$ cat src/rtl/rv_mem_pkg.sv
// Shared encodings for the MEM stage: load/store func3 codes, write-back selects,
// the access FSM state type, and helpers for alignment checks and lane selection.
package rv_mem_pkg;

  localparam logic [2:0] FUNC3_LB  = 3'b000;
  localparam logic [2:0] FUNC3_LH  = 3'b001;
  localparam logic [2:0] FUNC3_LW  = 3'b010;
  localparam logic [2:0] FUNC3_LBU = 3'b100;
  localparam logic [2:0] FUNC3_LHU = 3'b101;
  localparam logic [2:0] FUNC3_SB  = 3'b000;
  localparam logic [2:0] FUNC3_SH  = 3'b001;
  localparam logic [2:0] FUNC3_SW  = 3'b010;

  localparam logic [1:0] WB_SEL_ALU = 2'd0;
  localparam logic [1:0] WB_SEL_MEM = 2'd1;
  localparam logic [1:0] WB_SEL_PC4 = 2'd2;

  typedef enum logic [1:0] {
    S_IDLE,
    S_ACCESS,
    S_DONE
  } mem_state_e;

  // Misaligned halfword/word, or a func3 that encodes no legal access size.
  function automatic logic access_fault(input logic [2:0] f3, input logic [1:0] a);
    case (f3)
      FUNC3_LH, FUNC3_LHU:       return a[0];
      FUNC3_LW:                  return a != 2'b00;
      3'b011, 3'b110, 3'b111:    return 1'b1;
      default:                   return 1'b0;
    endcase
  endfunction

  // Low address bits masked to the natural alignment of the access size.
  function automatic logic [1:0] size_align(input logic [2:0] f3, input logic [1:0] a);
    case (f3[1:0])
      2'b00:   return a;
      2'b01:   return {a[1], 1'b0};
      default: return 2'b00;
    endcase
  endfunction

endpackage

$ cat src/rtl/load_store_align.sv
// Combinational lane logic: replicates store data across byte lanes with matching
// byte enables, and extracts/extends the addressed byte or half of a loaded word.
module load_store_align
  import rv_mem_pkg::*;
(
  input  logic [2:0]  func3_i,
  input  logic [1:0]  lane_i,
  input  logic [31:0] store_data_i,
  input  logic [31:0] load_word_i,
  output logic [31:0] write_data_o,
  output logic [3:0]  byte_en_o,
  output logic [31:0] load_value_o
);

  logic [7:0]  sel_byte;
  logic [15:0] sel_half;

  always_comb begin
    write_data_o = store_data_i;
    byte_en_o    = 4'b1111;
    load_value_o = load_word_i;
    sel_byte     = load_word_i[{lane_i, 3'b000} +: 8];
    sel_half     = load_word_i[{lane_i[1], 4'b0000} +: 16];
    case (func3_i[1:0])
      2'b00: begin
        write_data_o = {4{store_data_i[7:0]}};
        byte_en_o    = 4'b0001 << lane_i;
        load_value_o = func3_i[2] ? {24'b0, sel_byte} : {{24{sel_byte[7]}}, sel_byte};
      end
      2'b01: begin
        write_data_o = {2{store_data_i[15:0]}};
        byte_en_o    = lane_i[1] ? 4'b1100 : 4'b0011;
        load_value_o = func3_i[2] ? {16'b0, sel_half} : {{16{sel_half[15]}}, sel_half};
      end
      default: ;
    endcase
  end

endmodule

$ cat src/rtl/mem_stage_ctrl.sv
// MEM stage: sequences one data-memory access per load/store over a busywait
// handshake, stalls the pipeline meanwhile, and owns the MEM/WB register.
module mem_stage_ctrl
  import rv_mem_pkg::*;
#(
  parameter bit FAULT_ON_MISALIGN = 1'b1
) (
  input  logic        CLK,
  input  logic        RESET,
  input  logic        REG_WRITE_EN_EXMEM,
  input  logic [1:0]  WB_VALUE_SEL_EXMEM,
  input  logic        MEM_READ_EN_EXMEM,
  input  logic        MEM_WRITE_EN_EXMEM,
  input  logic [31:0] PC_EXMEM,
  input  logic [31:0] RESULT_EXMEM,
  input  logic [31:0] REG_DATA_2_EXMEM,
  input  logic [2:0]  FUNC3_EXMEM,
  input  logic [4:0]  REG_WRITE_ADDR_EXMEM,
  input  logic        DMEM_BUSYWAIT,
  input  logic [31:0] DMEM_READDATA,
  output logic        DMEM_READ,
  output logic        DMEM_WRITE,
  output logic [31:0] DMEM_ADDR,
  output logic [31:0] DMEM_WRITEDATA,
  output logic [3:0]  DMEM_BYTE_EN,
  output logic        MEM_BUSYWAIT,
  output logic        REG_WRITE_EN_MEMWB,
  output logic [1:0]  WB_VALUE_SEL_MEMWB,
  output logic [31:0] PC_MEMWB,
  output logic [31:0] RESULT_MEMWB,
  output logic [31:0] LOAD_DATA_MEMWB,
  output logic [4:0]  REG_WRITE_ADDR_MEMWB,
  output logic        MEM_FAULT_MEMWB
);

  mem_state_e  state_q;
  logic        dmem_read_q, dmem_write_q;
  logic [31:0] dmem_addr_q, dmem_wdata_q, load_q;
  logic [3:0]  dmem_be_q;
  logic        wb_we_q, wb_fault_q;
  logic [1:0]  wb_sel_q;
  logic [31:0] wb_pc_q, wb_result_q, wb_load_q;
  logic [4:0]  wb_rd_q;

  logic        acc, is_read, fault, stall;
  logic [1:0]  lane;
  logic [31:0] al_wdata, al_load;
  logic [3:0]  al_be;

  // A simultaneous read+write request is treated as a store only.
  assign acc     = MEM_READ_EN_EXMEM | MEM_WRITE_EN_EXMEM;
  assign is_read = MEM_READ_EN_EXMEM & ~MEM_WRITE_EN_EXMEM;
  assign fault   = acc & FAULT_ON_MISALIGN & access_fault(FUNC3_EXMEM, RESULT_EXMEM[1:0]);
  assign lane    = size_align(FUNC3_EXMEM, RESULT_EXMEM[1:0]);
  assign stall   = ((state_q == S_IDLE) & acc & ~fault) | (state_q == S_ACCESS);

  load_store_align u_align (
    .func3_i      (FUNC3_EXMEM),
    .lane_i       (lane),
    .store_data_i (REG_DATA_2_EXMEM),
    .load_word_i  (DMEM_READDATA),
    .write_data_o (al_wdata),
    .byte_en_o    (al_be),
    .load_value_o (al_load)
  );

  always_ff @(posedge CLK or posedge RESET) begin
    if (RESET) begin
      state_q      <= S_IDLE;
      dmem_read_q  <= 1'b0;
      dmem_write_q <= 1'b0;
      dmem_addr_q  <= '0;
      dmem_wdata_q <= '0;
      dmem_be_q    <= '0;
      load_q       <= '0;
      wb_we_q      <= 1'b0;
      wb_fault_q   <= 1'b0;
      wb_sel_q     <= '0;
      wb_pc_q      <= '0;
      wb_result_q  <= '0;
      wb_load_q    <= '0;
      wb_rd_q      <= '0;
    end else begin
      case (state_q)
        S_IDLE: begin
          if (acc && !fault) begin
            dmem_read_q  <= is_read;
            dmem_write_q <= MEM_WRITE_EN_EXMEM;
            dmem_addr_q  <= {RESULT_EXMEM[31:2], 2'b00};
            dmem_wdata_q <= al_wdata;
            dmem_be_q    <= al_be;
            state_q      <= S_ACCESS;
          end
        end
        S_ACCESS: begin
          if (!DMEM_BUSYWAIT) begin
            dmem_read_q  <= 1'b0;
            dmem_write_q <= 1'b0;
            load_q       <= is_read ? al_load : 32'h0;
            state_q      <= S_DONE;
          end
        end
        S_DONE:  state_q <= S_IDLE;
        default: state_q <= S_IDLE;
      endcase

      // EX/MEM is held while stalled, so its fields are still this instruction's in DONE.
      if (!stall) begin
        wb_we_q     <= REG_WRITE_EN_EXMEM & ~fault;
        wb_fault_q  <= fault;
        wb_sel_q    <= WB_VALUE_SEL_EXMEM;
        wb_pc_q     <= PC_EXMEM;
        wb_result_q <= RESULT_EXMEM;
        wb_rd_q     <= REG_WRITE_ADDR_EXMEM;
        wb_load_q   <= (state_q == S_DONE) ? load_q : 32'h0;
      end
    end
  end

  assign MEM_BUSYWAIT         = stall;
  assign DMEM_READ            = dmem_read_q;
  assign DMEM_WRITE           = dmem_write_q;
  assign DMEM_ADDR            = dmem_addr_q;
  assign DMEM_WRITEDATA       = dmem_wdata_q;
  assign DMEM_BYTE_EN         = dmem_be_q;
  assign REG_WRITE_EN_MEMWB   = wb_we_q;
  assign WB_VALUE_SEL_MEMWB   = wb_sel_q;
  assign PC_MEMWB             = wb_pc_q;
  assign RESULT_MEMWB         = wb_result_q;
  assign LOAD_DATA_MEMWB      = wb_load_q;
  assign REG_WRITE_ADDR_MEMWB = wb_rd_q;
  assign MEM_FAULT_MEMWB      = wb_fault_q;

endmodule

$ cat config.mk
export PLATFORM = sky130hd
export DESIGN_NAME = mem_stage_ctrl
export DESIGN_NICKNAME = d
export VERILOG_FILES = /design/src/rtl/rv_mem_pkg.sv /design/src/rtl/load_store_align.sv /design/src/rtl/mem_stage_ctrl.sv
export SDC_FILE = /design/constraint.sdc
export NUM_CORES = 1
export LEC_CHECK = 0
export BUFFER_PORTS_ARGS = -buffer_cell sky130_fd_sc_hd__buf_2
export CAP_MARGIN = 40
export CORE_UTILIZATION = 54
export DETAILED_ROUTE_END_ITERATION = 7
export PLACE_DENSITY = 0.85
export SYNTH_ARGS = -nofsm -noshare
export SYNTH_HDL_FRONTEND = slang
export SYNTH_SLANG_ARGS = --single-unit
$ cat constraint.sdc
create_clock -name CLK -period 21.3 [get_ports CLK]
set_clock_uncertainty 0.1 [all_clocks]
set_input_delay 5.325 -clock CLK [delete_from_list [all_inputs] [get_ports CLK]]
set_output_delay 5.325 -clock CLK [all_outputs]
set_load 0.005 [all_outputs]
; ---- Word level (Yosys, flattened, before mapping)
; Index checks and enable logic that the tools add are counted.
[word_totals]
reg_bits = 207
elab_cells = 68
out_inout_bits = 176
[op_classes]
n_reduce_logical = 12
n_eq_ne = 11
mux = 18
n_bitwise = 10
shifts = 3
[op_table]
columns = op, count
row1 = $mux 32, 4
row2 = $pmux 32 s2, 2
row3 = $shiftx 32x6->16, 1
row4 = $shiftx 32x6->8, 1
row5 = $eq 3x3->1 const B, 3
row6 = $pmux 2 s2, 2
row7 = $pmux 4 s2, 1
row8 = $eq 3x2->1 const B, 2
row9 = $reduce_and 2->1, 3
row10 = $and 1x1->1, 5
row11 = $eq 2x1->1 const B, 2
row12 = $logic_not 2->1, 2
row13 = $mux 2, 2
row14 = $mux 4, 1
row15 = $pmux 1 s2, 2
row16 = $reduce_bool 2->1, 2
row17 = $shl 1x2->4 const A, 1
row18 = $eq 3x1->1 const B, 1
row19 = $mux 1, 3
row20 = $not 1->1, 3
row21 = $pmux 1 s3, 1
row22 = $reduce_and 3->1, 1
row23 = $reduce_or 3->1, 1
row24 = $eq 2x2->1 const B, 1
row25 = 6 further kinds, 7

; ---- Depth between registers and ports, before layout
; Gate-level depths: netlist of run 1.
[depth]
word_depth = 8
mapped_depth = 7
depth_no_buf = 4

; ---- Modules after synthesis
; From an unflattened synthesis of run 1, not the netlist that was laid out.
[unflattened]
hier_cells = 1227
hier_area_um2 = 11986.5
[by_module_without_submodules]
columns = mod, cells_per_inst, area_per_inst_um2, seq_area_each_um2, instances
row1 = mem_stage_ctrl, 1056, 10695.3, 5180.0, 1
row2 = load_store_align, 171, 1291.2, 0.0, 1

; ---- Worst setup path after synthesis of run 1
; Ideal clock, no wire load.
[synth_timing]
path_type = input to output
from = input port FUNC3_EXMEM[1]
to = output port MEM_BUSYWAIT
n_path_buf = 3
t_arrival_ns = 6.318
required_ns = 15.875
stages = 6
slack_ns = 9.557
path_cell_list = buf_2 o21ai_1 a31oi_1 nor2_2 buf_2 buf_2
[synth_via]
elab_chain_cells = 7
word_cells_on_any_way = 13
classes_between = eq/ne (6) / mux (1) / bitwise (4) / reduce/logical (2)
[synth_lines]
columns = element, line_no
row1 = start: declaration, mem_stage_ctrl.sv:17  ; input logic [2:0] FUNC3_EXMEM,
row2 = $eq 3x2->1 (tied with other cells), rv_mem_pkg.sv:26  ; case (f3)
row3 = $reduce_or 3->1 or $reduce_or 2->1 (tied branches), rv_mem_pkg.sv:26
row4 = $pmux 1 s3 (*), rv_mem_pkg.sv:26
row5 = $and 1x1->1 (*), mem_stage_ctrl.sv:53  ; assign fault = acc & FAULT_ON_MISALIGN & access_fault(FUNC3_EXMEM, RESULT_EXMEM[1:0]);
row6 = $not 1->1 (*), mem_stage_ctrl.sv:55  ; assign stall = ((state_q == S_IDLE) & acc & ~fault) | (state_q == S_ACCESS);
row7 = $and 1x1->1 (*), mem_stage_ctrl.sv:55
row8 = $or 1x1->1 (*), mem_stage_ctrl.sv:55
row9 = end: declaration, mem_stage_ctrl.sv:26  ; output logic MEM_BUSYWAIT,
; Every way passes the cells marked *; elsewhere a longest branch is shown, timed or not.

; ---- Worst setup path after layout of run 1
[layout_timing]
from = input port FUNC3_EXMEM[0]
to = output port MEM_BUSYWAIT
; The elaborated chain is that of the path after synthesis.

==> results by group, run 1 <==
Outcome
  – Outcome: finished clean

Worst setup path
  – Crit path cell chain: buf_2 -> o21ai_1 -> a31oi_1 -> nor2_4 -> buf_2
  – Longest individual stage delay on the worst path: 0.51 ns
  – Cell at the slowest stage of the critical path: sky130_fd_sc_hd__buf_2
  – Worst-path maximum fanout: 32
  – Most Frequent Cell on Critical Path: sky130_fd_sc_hd__buf_2
  – Type of the setup path with the least slack: in2out
  – Kind of end point of the critical path: output pin
  – Worst path arrival time: 6.67 ns
  – Crit path required time: 15.88 ns
  – Setup crit start kind: input port

Detailed routing
  – Count of unresolved DRC violations after routing: 0
  – Total Wirelength: 23,380 µm
  – Count of nets left with antenna violations after detail routing: 0
  – DR vias: 6,770
  – Vias per cell: 5.554
  – Wire length per cell after detailed routing: 19.18 µm
  – Violation count after the first detailed-route iteration: 395
  – TritonRoute pass-1 iters: 6

Synth
  – Post-synthesis register bit count: 207
  – Instance count of the mapped netlist: 688
  – Proportion of synthesized chip area in sequential cells: 58.83%
  – Synth top cells by count: 207 x sky130_fd_sc_hd__dfrtp_1, 89 x sky130_fd_sc_hd__mux2_2, 61 x sky130_fd_sc_hd__o21ai_0, 59 x sky130_fd_sc_hd__nand2_1, 35 x sky130_fd_sc_hd__a22o_1
  – Number of flops mapped to enable cells by yosys: 0
  – Cell type with the largest total area after synthesis: sky130_fd_sc_hd__dfrtp_1
  – Synth async-reset ratio: 100.0%
  – Xor-xnor portion of the synthesized cell area: 0%
  – Post-Syn Area: 0.008805 mm²
  – Share of synthesized cell area in and, or, nand and nor gates: 5.627%
  – Top area cells in the synthesized netlist: sky130_fd_sc_hd__dfrtp_1 59%, sky130_fd_sc_hd__mux2_2 11%, sky130_fd_sc_hd__a22o_1 3.5%, sky130_fd_sc_hd__o21ai_0 3.5%, sky130_fd_sc_hd__mux2_1 3.5%
  – Synthesized-area fraction occupied by ao, oa, aoi and oai cells: 13.43%
  – Proportion of synthesized area in mux cells: 18.45%
  – Warning count from the yosys run: 0
  – Most used flip-flop cell after synthesis: sky130_fd_sc_hd__dfrtp_1
  – Most numerous cell in the Yosys netlist: sky130_fd_sc_hd__dfrtp_1
  – Combinational family with the most area after synthesis: multiplexers
  – Number of distinct standard cells referenced by the synthesized netlist: 48
  – Adder-cell share of the synthesized area: 0%
  – Mean Syn Cell Area: 12.80 µm²
  – Area share of the largest cell type after synthesis: 58.83%

STA
  – Upper clock frequency limit: 82.70 MHz
  – Measured slew at the worst slew-check pin: 0.8301 ns
  – Final Critical Period: 12.09 ns
  – Max-slew violation total from the final report: 0
  – Share of the clock period used by the worst path after layout: 56.77%
  – Relative slew slack: 44.60%
  – Sum of negative setup slack: 0 ns
  – Setup repair after global routing missed its margin: false
  – Count of endpoints failing setup in the final report: 0
  – Hold Violations, Final: 0
  – Final setup margin: 9.208 ns

Clock network
  – Clock tree from TritonCTS: built
  – Clock insertion delay at the later pin of the skew report: 0.50 ns
  – Number of H-tree levels: 1
  – Root cell of the clock tree: sky130_fd_sc_hd__clkbuf_16
  – Total CTS buffers: 22
  – Clock transition at path regs: 0.06 ns
  – Num Clock Sinks: 207
  – Post CTS Setup Buffer Count: 0
  – Number of gates resized after cts: 0
  – Largest buffer count on any clock path: 3
  – Hold Buf Count CTS: 0

Layout
  – Area of combinational cells with multiple inputs: 0.003317 mm²
  – Synth-to-layout area growth: 27.71%
  – Count of filler cells inserted in the layout: 1,174
  – Nets: 1,129
  – Ratio of cells with drive above 1 in the final layout: 47.10%
  – Reg area: 0.005180 mm²

Floorplanning
  – Effective utilization at floorplan: 55.43%
  – Die Area: 0.01682 mm²
  – Site Rows: 46
  – Core ar.: 0.01589 mm²
  – Die W: 129.7 µm
  – Floorplan die height: 129.7 µm
  – Number of ports placed on the die boundary: 320

Global routing
  – Met3 routing resource usage after global routing: 6.191%
  – Antenna violations before repair: 2
  – Met2 routing resource usage after global routing: 46.52%
  – GRT Util Overall: 27.87%
  – GR Layer Usage met1: 34.52%
  – Number of global-route vias before repair: 6,736
  – Busiest grt layer: met2
  – Overflow left after global routing: 0
  – Wire length of the first global-routing pass: 36,070 µm
  – Pin count of the biggest net entering global routing: 71

Worst hold path
  – Worst hold path type: reg2reg

Place
  – Placer's final routability congestion estimate: 0.9191
  – Sum of net half-perimeters after detailed placement: 16,520 µm
  – Pre-CTS worst setup slack: 9.228 ns
  – Input/output buffers: 317

Pwr
  – Pwr Density: 105.9 mW/mm²
  – Leakage power figure: 5.580 nW
  – Worst vdd rail ir drop: 0.00006846 V
  – Post-layout power: 1.191 mW

Run
  – Maximum Capacitance Violations: 0
layer usage:
layer  routed length [µm]  vias up
met2                11480      351
met5                    0        -
li1                     -     3084
met1                 9078     3267
met3                 1819       68
met4                 1002        0
kinds of logic after synthesis:
group,Yosys count
other cells,1
compound gates,168
buf+inv,65
simple gates,103
mux,144
flops,207
worst paths after layout:
path,start,end,slack [ns],cells past startpoint
min,DMEM_WRITEDATA[24],DMEM_WRITEDATA[24],0.38,2
max reg2reg,state_q[0],PC_MEMWB[10],18.67,5
max in group asynchronous,RESET,load_q[10],15.21,4
min reg2reg,DMEM_WRITEDATA[24],DMEM_WRITEDATA[24],0.38,2
max,FUNC3_EXMEM[0],MEM_BUSYWAIT,9.21,5
min in group asynchronous,RESET,RESULT_MEMWB[11],4.76,2
registers in the layout (all words and copies together) (netlist names), 2 cells and up:
name,flops
PC_MEMWB,32
load_q,32
DMEM_ADDR,30
REG_WRITE_ADDR_MEMWB,5
state_q,2
WB_VALUE_SEL_MEMWB,2
DMEM_WRITEDATA,32
DMEM_BYTE_EN,4
LOAD_DATA_MEMWB,32
RESULT_MEMWB,32
report_power, final:
part / switching (mW) / total, mW / internal (mW)
logic: 0.139 / 0.279 / 0.141
registers: 0.0494 / 0.536 / 0.486
clock network: 0.148 / 0.376 / 0.228
area by class of cell:
type / instances / share of cell area, %
Inverter: 10 / 0.4006
Timing Repair Buffer: 327 / 15.18
Clock inverter: 3 / 0.3895
Multi-Input combinational cell: 417 / 29.50
Antenna cell: 3 / 0.06676
Clock buffer: 36 / 5.998
Tap cell: 216 / 2.403
Sequential cell: 207 / 46.07
through the flow:
stage / utilization, % / hold WS (ns) / cell area, µm² / std cells
floorplan: - / 0.3484 / 8808 / 689
global placement: 65.79 / 0.3565 / 10450 / 1174
CTS: 70.74 / 0.3782 / 11240 / 1216
detailed placement: 66.22 / 0.3653 / 10520 / 1177
finish: 70.79 / 0.3771 / 11240 / 1219
global route: 70.77 / 0.3964 / 11240 / 1218
critical path, delay by kind of cell:
family / cells / cell delay, ns
AND/OR/NAND/NOR: 1 / 0.07
AO/OA/AOI/OAI: 2 / 0.61
buffers and inverters: 2 / 0.65
cell usage in the layout (no fill, tap or decap), types with 11 or more instances in the layout:
cell type,instances
sky130_fd_sc_hd__a21oi_1,15
sky130_fd_sc_hd__o21ai_0,61
sky130_fd_sc_hd__o211ai_2,11
sky130_fd_sc_hd__mux2i_1,25
sky130_fd_sc_hd__o211ai_1,11
sky130_fd_sc_hd__buf_2,317
sky130_fd_sc_hd__mux2_2,89
sky130_fd_sc_hd__clkbuf_16,23
sky130_fd_sc_hd__a22o_1,35
sky130_fd_sc_hd__dfrtp_1,207
sky130_fd_sc_hd__nand2_1,59
sky130_fd_sc_hd__mux2_1,27
sky130_fd_sc_hd__nor2_1,15
No activity file was read; power rests on OpenSTA's default activity.
==> run 2: changes to the inputs <==
- ABC_AREA: not set -> 1
- CORE_UTILIZATION: 54 -> 50
- PLACE_DENSITY: 0.85 -> 0.79
- clock period: 21.3 -> 11.7 ns (I/O delays scaled with it)
==> run 2 against run 1 <==
Net effect:
- cell area grew 0.41%
- largest power group unchanged
- largest cell class unchanged
- setup slack got worse by 6.0 ns
- worst hold slack worse by 0.014 ns
- highest routed layer unchanged
- area after synthesis increased by 0.47%
- combinational power up 87%
- clock power is 94% higher
==> results by group, run 2 <==
Outcome
  – Outcome: finished clean (unchanged)

Worst setup path
  – Setup crit start kind: input port (unchanged)
  – Cell at the slowest stage of the critical path: sky130_fd_sc_hd__buf_2 (unchanged)
  – Worst-path maximum fanout: 81 (was 32)
  – Crit path cell chain: buf_2 -> nor2_4 -> inv_2 -> nand2_1 -> nand3_4 -> buf_4 -> buf_16 -> nand2_4 -> buf_2 (was buf_2 -> o21ai_1 -> a31oi_1 -> nor2_4 -> buf_2)
  – Crit path max-delay family: buffers and inverters (unchanged)
  – Worst path arrival time: 5.45 ns (was 6.67 ns)
  – Most Frequent Cell on Critical Path: sky130_fd_sc_hd__buf_2 (unchanged)
  – Type of the setup path with the least slack: in2out (unchanged)
  – Crit path required time: 8.68 ns (was 15.88 ns)
  – Buf/Inv on CP: 5 (was 2)
  – Longest individual stage delay on the worst path: 0.65 ns (was 0.51 ns)
  – Kind of end point of the critical path: output pin (unchanged)

Detailed routing
  – Count of unresolved DRC violations after routing: 0 (unchanged)
  – TritonRoute pass-1 iters: 7 (was 6)
  – Total Wirelength: 24,150 µm (was 23,380 µm)
  – Violation count after the first detailed-route iteration: 549 (was 395)
  – Vias per cell: 4.965 (was 5.554)
  – Count of nets left with antenna violations after detail routing: 0 (unchanged)
  – Wire length per cell after detailed routing: 15.36 µm (was 19.18 µm)
  – DR vias: 7,805 (was 6,770)

Floorplanning
  – Site Rows: 48 (was 46)
  – Effective utilization at floorplan: 51.14% (was 55.43%)
  – Die W: 135.0 µm (was 129.7 µm)
  – Die Area: 0.01823 mm² (was 0.01682 mm²)
  – Floorplan die height: 135.0 µm (was 129.7 µm)
  – Number of ports placed on the die boundary: 320 (unchanged)
  – Core ar.: 0.01730 mm² (was 0.01589 mm²)

Layout
  – Non-Filler Cell Area, Final: 0.01129 mm² (was 0.01124 mm²)
  – Highest-count cells in the layout ignoring fill and taps: 430 x sky130_fd_sc_hd__nand2_1, 317 x sky130_fd_sc_hd__buf_2, 207 x sky130_fd_sc_hd__dfrtp_1, 108 x sky130_fd_sc_hd__o21ai_0, 70 x sky130_fd_sc_hd__inv_1 (was 317 x sky130_fd_sc_hd__buf_2, 207 x sky130_fd_sc_hd__dfrtp_1, 89 x sky130_fd_sc_hd__mux2_2, 61 x sky130_fd_sc_hd__o21ai_0, 59 x sky130_fd_sc_hd__nand2_1)
  – Most common cell after layout, fill and taps aside: sky130_fd_sc_hd__nand2_1 (was sky130_fd_sc_hd__buf_2)
  – Count of filler cells inserted in the layout: 1,467 (was 1,174)
  – Diodes inserted: 0 (was 3)
  – Reg area: 0.005180 mm² (unchanged)
  – Nets: 1,476 (was 1,129)
  – Ratio of cells with drive above 1 in the final layout: 28.95% (was 47.10%)
  – Area of combinational cells with multiple inputs: 0.003023 mm² (was 0.003317 mm²)
  – Final Instance Count excl. Fillers: 1,572 (was 1,219)
  – Synth-to-layout area growth: 27.64% (was 27.71%)

Pwr
  – Flop pwr share: 44.0% (was 45.0%)
  – Internal power: 1.551 mW (was 0.8544 mW)
  – Leakage power figure: 6.432 nW (was 5.580 nW)
  – Switching part of the total power: 30.61% (was 28.27%)
  – Worst vdd rail ir drop: 0.0001458 V (was 0.00006846 V)
  – Post-layout power: 2.235 mW (was 1.191 mW)
  – Part of the power in the clock network: 32.7% (was 31.6%)
  – Fraction of power consumed by combinational cells: 23.4% (was 23.5%)
  – Pwr Density: 197.9 mW/mm² (was 105.9 mW/mm²)
  – Switching power summed over all nets: 0.6841 mW (was 0.3367 mW)

STA
  – Share of the clock period used by the worst path after layout: 72.40%
  – Max-slew violation total from the final report: 0 (unchanged)
  – Final Critical Period: 8.471 ns
  – Upper clock frequency limit: 118.0 MHz
  – Setup repair after global routing missed its margin: false (unchanged)
  – Hold Violations, Final: 0 (unchanged)
  – Measured slew at the worst slew-check pin: 0.9052 ns (was 0.8301 ns)
  – Relative slew slack: 39.65% (was 44.60%)
  – Count of endpoints failing setup in the final report: 0 (unchanged)
  – Worst hold margin: 0.3634 ns (was 0.3771 ns)
  – Sum of negative setup slack: 0 ns (unchanged)

Clock network
  – Total CTS buffers: 23 (was 22)
  – Clock tree from TritonCTS: built (unchanged)
  – Number of gates resized after cts: 0 (unchanged)
  – Clock insertion delay at the later pin of the skew report: 0.49 ns (was 0.50 ns)
  – Post CTS Setup Buffer Count: 0 (unchanged)
  – Number of H-tree levels: 1 (unchanged)
  – Hold Buf Count CTS: 0 (unchanged)
  – Root cell of the clock tree: sky130_fd_sc_hd__clkbuf_16 (unchanged)
  – Largest buffer count on any clock path: 3 (unchanged)
  – Num Clock Sinks: 207 (unchanged)
  – Clock transition at path regs: 0.05 ns (was 0.06 ns)

Synth
  – Mean Syn Cell Area: 8.522 µm² (was 12.80 µm²)
  – Post-Syn Area: 0.008846 mm² (was 0.008805 mm²)
  – Number of flops mapped to enable cells by yosys: 0 (unchanged)
  – Most used flip-flop cell after synthesis: sky130_fd_sc_hd__dfrtp_1 (unchanged)
  – Synth async-reset ratio: 100.0% (unchanged)
  – Cell type with the largest total area after synthesis: sky130_fd_sc_hd__dfrtp_1 (unchanged)
  – Most numerous cell in the Yosys netlist: sky130_fd_sc_hd__nand2_1 (was sky130_fd_sc_hd__dfrtp_1)
  – Post-synthesis register bit count: 207 (unchanged)
  – Synth top cells by count: 430 x sky130_fd_sc_hd__nand2_1, 207 x sky130_fd_sc_hd__dfrtp_1, 108 x sky130_fd_sc_hd__o21ai_0, 71 x sky130_fd_sc_hd__inv_1, 51 x sky130_fd_sc_hd__nand3_1 (was 207 x sky130_fd_sc_hd__dfrtp_1, 89 x sky130_fd_sc_hd__mux2_2, 61 x sky130_fd_sc_hd__o21ai_0, 59 x sky130_fd_sc_hd__nand2_1, 35 x sky130_fd_sc_hd__a22o_1)
  – Top area cells in the synthesized netlist: sky130_fd_sc_hd__dfrtp_1 59%, sky130_fd_sc_hd__nand2_1 18%, sky130_fd_sc_hd__o21ai_0 6.1%, sky130_fd_sc_hd__inv_1 3.0%, sky130_fd_sc_hd__nand3_1 2.9% (was sky130_fd_sc_hd__dfrtp_1 59%, sky130_fd_sc_hd__mux2_2 11%, sky130_fd_sc_hd__a22o_1 3.5%, sky130_fd_sc_hd__o21ai_0 3.5%, sky130_fd_sc_hd__mux2_1 3.5%)
  – Area share of the largest cell type after synthesis: 58.56% (was 58.83%)
  – Number of distinct standard cells referenced by the synthesized netlist: 30 (was 48)
  – Warning count from the yosys run: 0 (unchanged)
  – Instance count of the mapped netlist: 1,038 (was 688)
  – Proportion of synthesized chip area in sequential cells: 58.56% (was 58.83%)

Place
  – Placer's final routability congestion estimate: 0.8947 (was 0.9191)
  – Post-DP Area: 0.01052 mm² (about the same)
  – Sum of net half-perimeters after detailed placement: 17,120 µm (was 16,520 µm)
  – Cells after DPL: 1,532 (was 1,177)
  – Input/output buffers: 317 (unchanged)

Global routing
  – Wire length of the first global-routing pass: 37,870 µm (was 36,070 µm)
  – Antenna violations before repair: 0 (was 2)
  – GRT Util Overall: 26.50% (was 27.87%)
  – Overflow left after global routing: 0 (unchanged)
  – Number of global-route vias before repair: 7,301 (was 6,736)
  – Pin count of the biggest net entering global routing: 113 (was 71)

Worst hold path
  – Worst hold path type: reg2reg (unchanged)

Run
  – Maximum Capacitance Violations: 0 (unchanged)
## run 2: cell types whose count changed in the layout (fill, tap and decap cells not counted), moves of 13 or more
cell                      change
sky130_fd_sc_hd__mux2_1      -27
sky130_fd_sc_hd__inv_1       +61
sky130_fd_sc_hd__a21oi_1     +18
sky130_fd_sc_hd__mux2_2      -89
sky130_fd_sc_hd__nand2_1    +371
sky130_fd_sc_hd__nor2_1      +13
sky130_fd_sc_hd__a22o_1      -35
sky130_fd_sc_hd__o21ai_0     +47
sky130_fd_sc_hd__mux2i_1     -25
sky130_fd_sc_hd__nand3_1     +49
## run 2: per-stage QoR
| stage | setup WS (ns) | util, % |
|---|---|---|
| floorplan | 3.023 | - |
| global placement | 2.881 | 60.09 |
| global route | 2.970 | 65.28 |
| CTS | 3.216 | 65.28 |
| detailed placement | 3.234 | 60.84 |
| finish | 3.229 | 65.28 |
## run 2: path summary, 6_finish.rpt
check / startpoint / end / slack, ns / cells past startpoint
setup / recovery: FUNC3_EXMEM[1] / MEM_BUSYWAIT / 3.23 / 9
hold / removal: LOAD_DATA_MEMWB[24] / LOAD_DATA_MEMWB[24] / 0.36 / 2
setup reg to reg: state_q[1] / RESULT_MEMWB[11] / 8.45 / 8
hold reg to reg: LOAD_DATA_MEMWB[24] / LOAD_DATA_MEMWB[24] / 0.36 / 2
max in group asynchronous: RESET / load_q[22] / 7.67 / 5
min in group asynchronous: RESET / DMEM_ADDR[15] / 2.25 / 2
## run 2: kinds of logic (layout without fill, tap and decap cells)
| group | count (synthesis) | count (layout) | share of synthesized area, % |
|---|---|---|---|
| AOI/OAI and AO/OA | 171 | 171 | 10.24 |
| buffers and inverters | 135 | 443 | 7.313 |
| DFF | 207 | 207 | 58.56 |
| other | 1 | 2 | 0.04239 |
| and+or+nand+nor | 524 | 524 | 23.85 |
## run 2: layout make-up
class	instances	area share [%]
multi-input combinational	697	26.77
inverter	78	2.660
sequential	207	45.88
clock inverter	12	1.263
timing repair buffer	325	15.40
clock buffer	28	5.530
tap	225	2.493
## run 2: power groups by stage
stage / clock, mW / combinational [mW] / sequential [mW]
global placement: 0 / 0.500 / 0.988
detailed placement: 0 / 0.527 / 0.991
finish: 0.730 / 0.523 / 0.982
floorplan: 0 / 0.262 / 1.00
CTS: 0.744 / 0.531 / 0.982
global route: 0.772 / 0.589 / 1.00
## run 2: worst reg2reg max path, delay by kind of cell (launching register included)
kind,cells,cell delay (ns)
simple gates,4,1.19
compound gates,1,0.11
buf+inv,3,1.32
flops,1,0.45
## run 2: per-layer routing
layer  up-vias  wire (µm)  track usage [%]
li1       3851          -                -
met1      3576       9767            33.74
met2       328      11690            44.67
met3        50       2088            6.306
met4         0        604            8.365
met5         -          0                0
==> run 3: changes to the inputs <==
- CORE_UTILIZATION: 50 -> 45
- PLACE_DENSITY: 0.79 -> 0.75
- clock period: 11.7 -> 6.9 ns (I/O delays scaled with it)
==> run 3 against run 2 <==
Net effect:
- clock power grew 66%
- worst hold slack about the same
- cell area increased by 0.29%
- via count is 0.17% lower
- critical path depth fell by 2
- global-route usage fell by 2.5 points
- setup slack worse by 1.3 ns
==> results by group, run 3 (synthesis gave the netlist of run 2 again) <==
Floorplanning
  – Effective utilization at floorplan: 46.67% (was 51.14%)
  – Site Rows: 50 (was 48)
  – Die Area: 0.02022 mm² (was 0.01823 mm²)
  – Number of ports placed on the die boundary: 320 (unchanged)
  – Floorplan die height: 142.2 µm (was 135.0 µm)
  – Die W: 142.2 µm (was 135.0 µm)
  – Core ar.: 0.01896 mm² (was 0.01730 mm²)

STA
  – Count of endpoints failing setup in the final report: 0 (unchanged)
  – Share of the clock period used by the worst path after layout: 72.19%
  – Max-slew violation total from the final report: 0 (unchanged)
  – Final setup margin: 1.919 ns (was 3.229 ns)
  – Hold Violations, Final: 0 (unchanged)
  – Measured slew at the worst slew-check pin: 0.8570 ns (was 0.9052 ns)
  – Upper clock frequency limit: 200.8 MHz
  – Final Critical Period: 4.981 ns
  – Setup repair after global routing missed its margin: false (unchanged)
  – Sum of negative setup slack: 0 ns (unchanged)
  – Relative slew slack: 42.87% (was 39.65%)

Detailed routing
  – Count of unresolved DRC violations after routing: 0 (unchanged)
  – Wire length per cell after detailed routing: 15.14 µm (was 15.36 µm)
  – Vias per cell: 4.834 (was 4.965)
  – DR vias: 7,792 (was 7,805)
  – Count of nets left with antenna violations after detail routing: 0 (unchanged)
  – Violation count after the first detailed-route iteration: 519 (was 549)
  – TritonRoute pass-1 iters: 5 (was 7)
  – Total Wirelength: 24,410 µm (was 24,150 µm)

Layout
  – Reg area: 0.005180 mm² (unchanged)
  – Final Instance Count excl. Fillers: 1,612 (was 1,572)
  – Highest-count cells in the layout ignoring fill and taps: 430 x sky130_fd_sc_hd__nand2_1, 317 x sky130_fd_sc_hd__buf_2, 207 x sky130_fd_sc_hd__dfrtp_1, 108 x sky130_fd_sc_hd__o21ai_0, 70 x sky130_fd_sc_hd__inv_1 (unchanged)
  – Count of filler cells inserted in the layout: 1,717 (was 1,467)
  – Area of combinational cells with multiple inputs: 0.003023 mm² (unchanged)
  – Ratio of cells with drive above 1 in the final layout: 28.91% (was 28.95%)
  – Non-Filler Cell Area, Final: 0.01132 mm² (was 0.01129 mm²)
  – Most common cell after layout, fill and taps aside: sky130_fd_sc_hd__nand2_1 (unchanged)
  – Nets: 1,479 (was 1,476)
  – Finished Core Util: 59.74% (was 65.28%)
  – Synth-to-layout area growth: 28.01% (was 27.64%)

Worst setup path
  – Reg-to-reg critical path startpoint: state_q[1] (unchanged)
  – Crit path cell chain: buf_2 -> nor2_4 -> inv_2 -> nand2_1 -> nand3_4 -> nand2_4 -> buf_2 (was buf_2 -> nor2_4 -> inv_2 -> nand2_1 -> nand3_4 -> buf_4 -> buf_16 -> nand2_4 -> buf_2)
  – Crit path launch: FUNC3_EXMEM[1] (unchanged)
  – Longest individual stage delay on the worst path: 0.65 ns (about the same)
  – R2R cell count: 6 (was 8)
  – Type of the setup path with the least slack: in2out (unchanged)
  – Kind of end point of the critical path: output pin (unchanged)
  – Crit path required time: 5.08 ns (was 8.68 ns)
  – Worst path arrival time: 3.16 ns (was 5.45 ns)
  – Buf/Inv on CP: 3 (was 5)
  – Cell at the slowest stage of the critical path: sky130_fd_sc_hd__buf_2 (unchanged)
  – Setup crit start kind: input port (unchanged)
  – Crit path max-delay family: buffers and inverters (unchanged)
  – Most Frequent Cell on Critical Path: sky130_fd_sc_hd__buf_2 (unchanged)
  – Worst-path maximum fanout: 49 (was 81)
  – Crit Reg-Reg Endpoint: RESULT_MEMWB[28] (was RESULT_MEMWB[11])
  – Termination of the worst setup path: MEM_BUSYWAIT (unchanged)
  – Register-to-Register Setup Slack: 3.99 ns (was 8.45 ns)
  – Logic depth of the worst setup path including buffers: 7 (was 9)

Run
  – Maximum Capacitance Violations: 0 (unchanged)

Clock network
  – Number of gates resized after cts: 0 (unchanged)
  – Total CTS buffers: 23 (unchanged)
  – Num Clock Sinks: 207 (unchanged)
  – Clock tree from TritonCTS: built (unchanged)
  – Hold Buf Count CTS: 0 (unchanged)
  – Clock transition at path regs: 0.06 ns (was 0.05 ns)
  – Root cell of the clock tree: sky130_fd_sc_hd__clkbuf_16 (unchanged)
  – Post CTS Setup Buffer Count: 0 (unchanged)
  – Clock insertion delay at the later pin of the skew report: 0.50 ns (was 0.49 ns)
  – Number of H-tree levels: 1 (unchanged)
  – Largest buffer count on any clock path: 3 (unchanged)

Place
  – Pre-CTS worst setup slack: 1.922 ns (was 3.234 ns)
  – Post-DP Area: 0.01057 mm² (was 0.01052 mm²)
  – Cells after DPL: 1,570 (was 1,532)
  – Sum of net half-perimeters after detailed placement: 17,790 µm (was 17,120 µm)
  – Placer's final routability congestion estimate: 0.8865 (was 0.8947)
  – Input/output buffers: 317 (unchanged)

Pwr
  – Flop pwr share: 44.3% (was 44.0%)
  – Switching part of the total power: 30.48% (was 30.61%)
  – Internal power: 2.611 mW (was 1.551 mW)
  – Worst vdd rail ir drop: 0.0001996 V (was 0.0001458 V)
  – Leakage power figure: 6.433 nW (was 6.432 nW)
  – Fraction of power consumed by combinational cells: 23.6% (was 23.4%)
  – Part of the power in the clock network: 32.1% (was 32.7%)
  – Pwr Density: 331.7 mW/mm² (was 197.9 mW/mm²)
  – Switching power summed over all nets: 1.145 mW (was 0.6841 mW)

Global routing
  – GRT Util Overall: 24.03% (was 26.50%)
  – Number of global-route vias before repair: 7,430 (was 7,301)
  – Wire length of the first global-routing pass: 38,130 µm (was 37,870 µm)
  – Pin count of the biggest net entering global routing: 108 (was 113)
  – Overflow left after global routing: 0 (unchanged)
  – Antenna violations before repair: 4 (was 0)

Worst hold path
  – Worst hold path type: reg2reg (unchanged)
  – Min-delay src: LOAD_DATA_MEMWB[15] (was LOAD_DATA_MEMWB[24])

Outcome
  – Outcome: finished clean (unchanged)
-- run 3: changes by cell type in the layout (fill, tap and decap cells not counted), sizes merged --
| cell | before | now |
|---|---|---|
| clkinvlp | 3 | 1 |
| diode | 0 | 3 |
| buf | 325 | 328 |
| clkinv | 6 | 7 |
-- run 3: power by group through the flow --
stage                     Clock, mW  Sequential (mW)  Combinational, mW
after CTS                      1.23             1.66              0.903
after global routing           1.28             1.70              0.999
final                          1.21             1.66              0.886
after detailed placement          0             1.68              0.900
after global placement            0             1.68              0.853
after floorplan                   0             1.70              0.444
-- run 3: through the flow --
stage	hold slack [ns]	total power, mW
6_report	0.3632	3.755
5_1_grt	0.3884	3.982
3_3_place_gp	0.3513	2.529
4_1_cts	0.3688	3.799
3_5_place_dp	0.3543	2.580
2_1_floorplan	0.3495	2.146
-- run 3: metal layers --
layer  up-vias  share of wire [%]  global-route usage (%)  wire length (µm)
met5         -              0.041                       0                10
met1      3604                 43                   30.85             10400
met3        39                7.6                   5.283              1852
li1       3859                  -                       -                 -
met2       288                 48                   40.17             11620
met4         2                2.2                   8.263               527
-- run 3: final cells by class --
| cell class | instances | area share [%] |
|---|---|---|
| Timing Repair Buffer | 328 | 15.45 |
| Antenna cell | 3 | 0.06630 |
| Sequential cell | 207 | 45.75 |
| Clock buffer | 28 | 5.337 |
| Inverter | 78 | 2.619 |
| Clock inverter | 11 | 1.215 |
| Multi-Input combinational cell | 697 | 26.70 |
| Tap cell | 260 | 2.873 |
-- run 3: how the worst min path moves through the flow --
stage / end / slack [ns] / depth (start not counted)
3_5_place_dp: LOAD_DATA_MEMWB[15] / 0.35 / 2
2_1_floorplan: load_q[14] / 0.35 / 2
6_report: LOAD_DATA_MEMWB[15] / 0.36 / 2
5_1_grt: LOAD_DATA_MEMWB[8] / 0.39 / 2
4_1_cts: LOAD_DATA_MEMWB[15] / 0.37 / 2
3_3_place_gp: LOAD_DATA_MEMWB[17] / 0.35 / 2
-- run 3: worst reg2reg max path: cells and delay by family (launching register included) --
family	cells	cell delay [ns]
buf+inv	2	1.29
simple gates	3	0.62
compound gates	1	0.23
flops	1	0.51
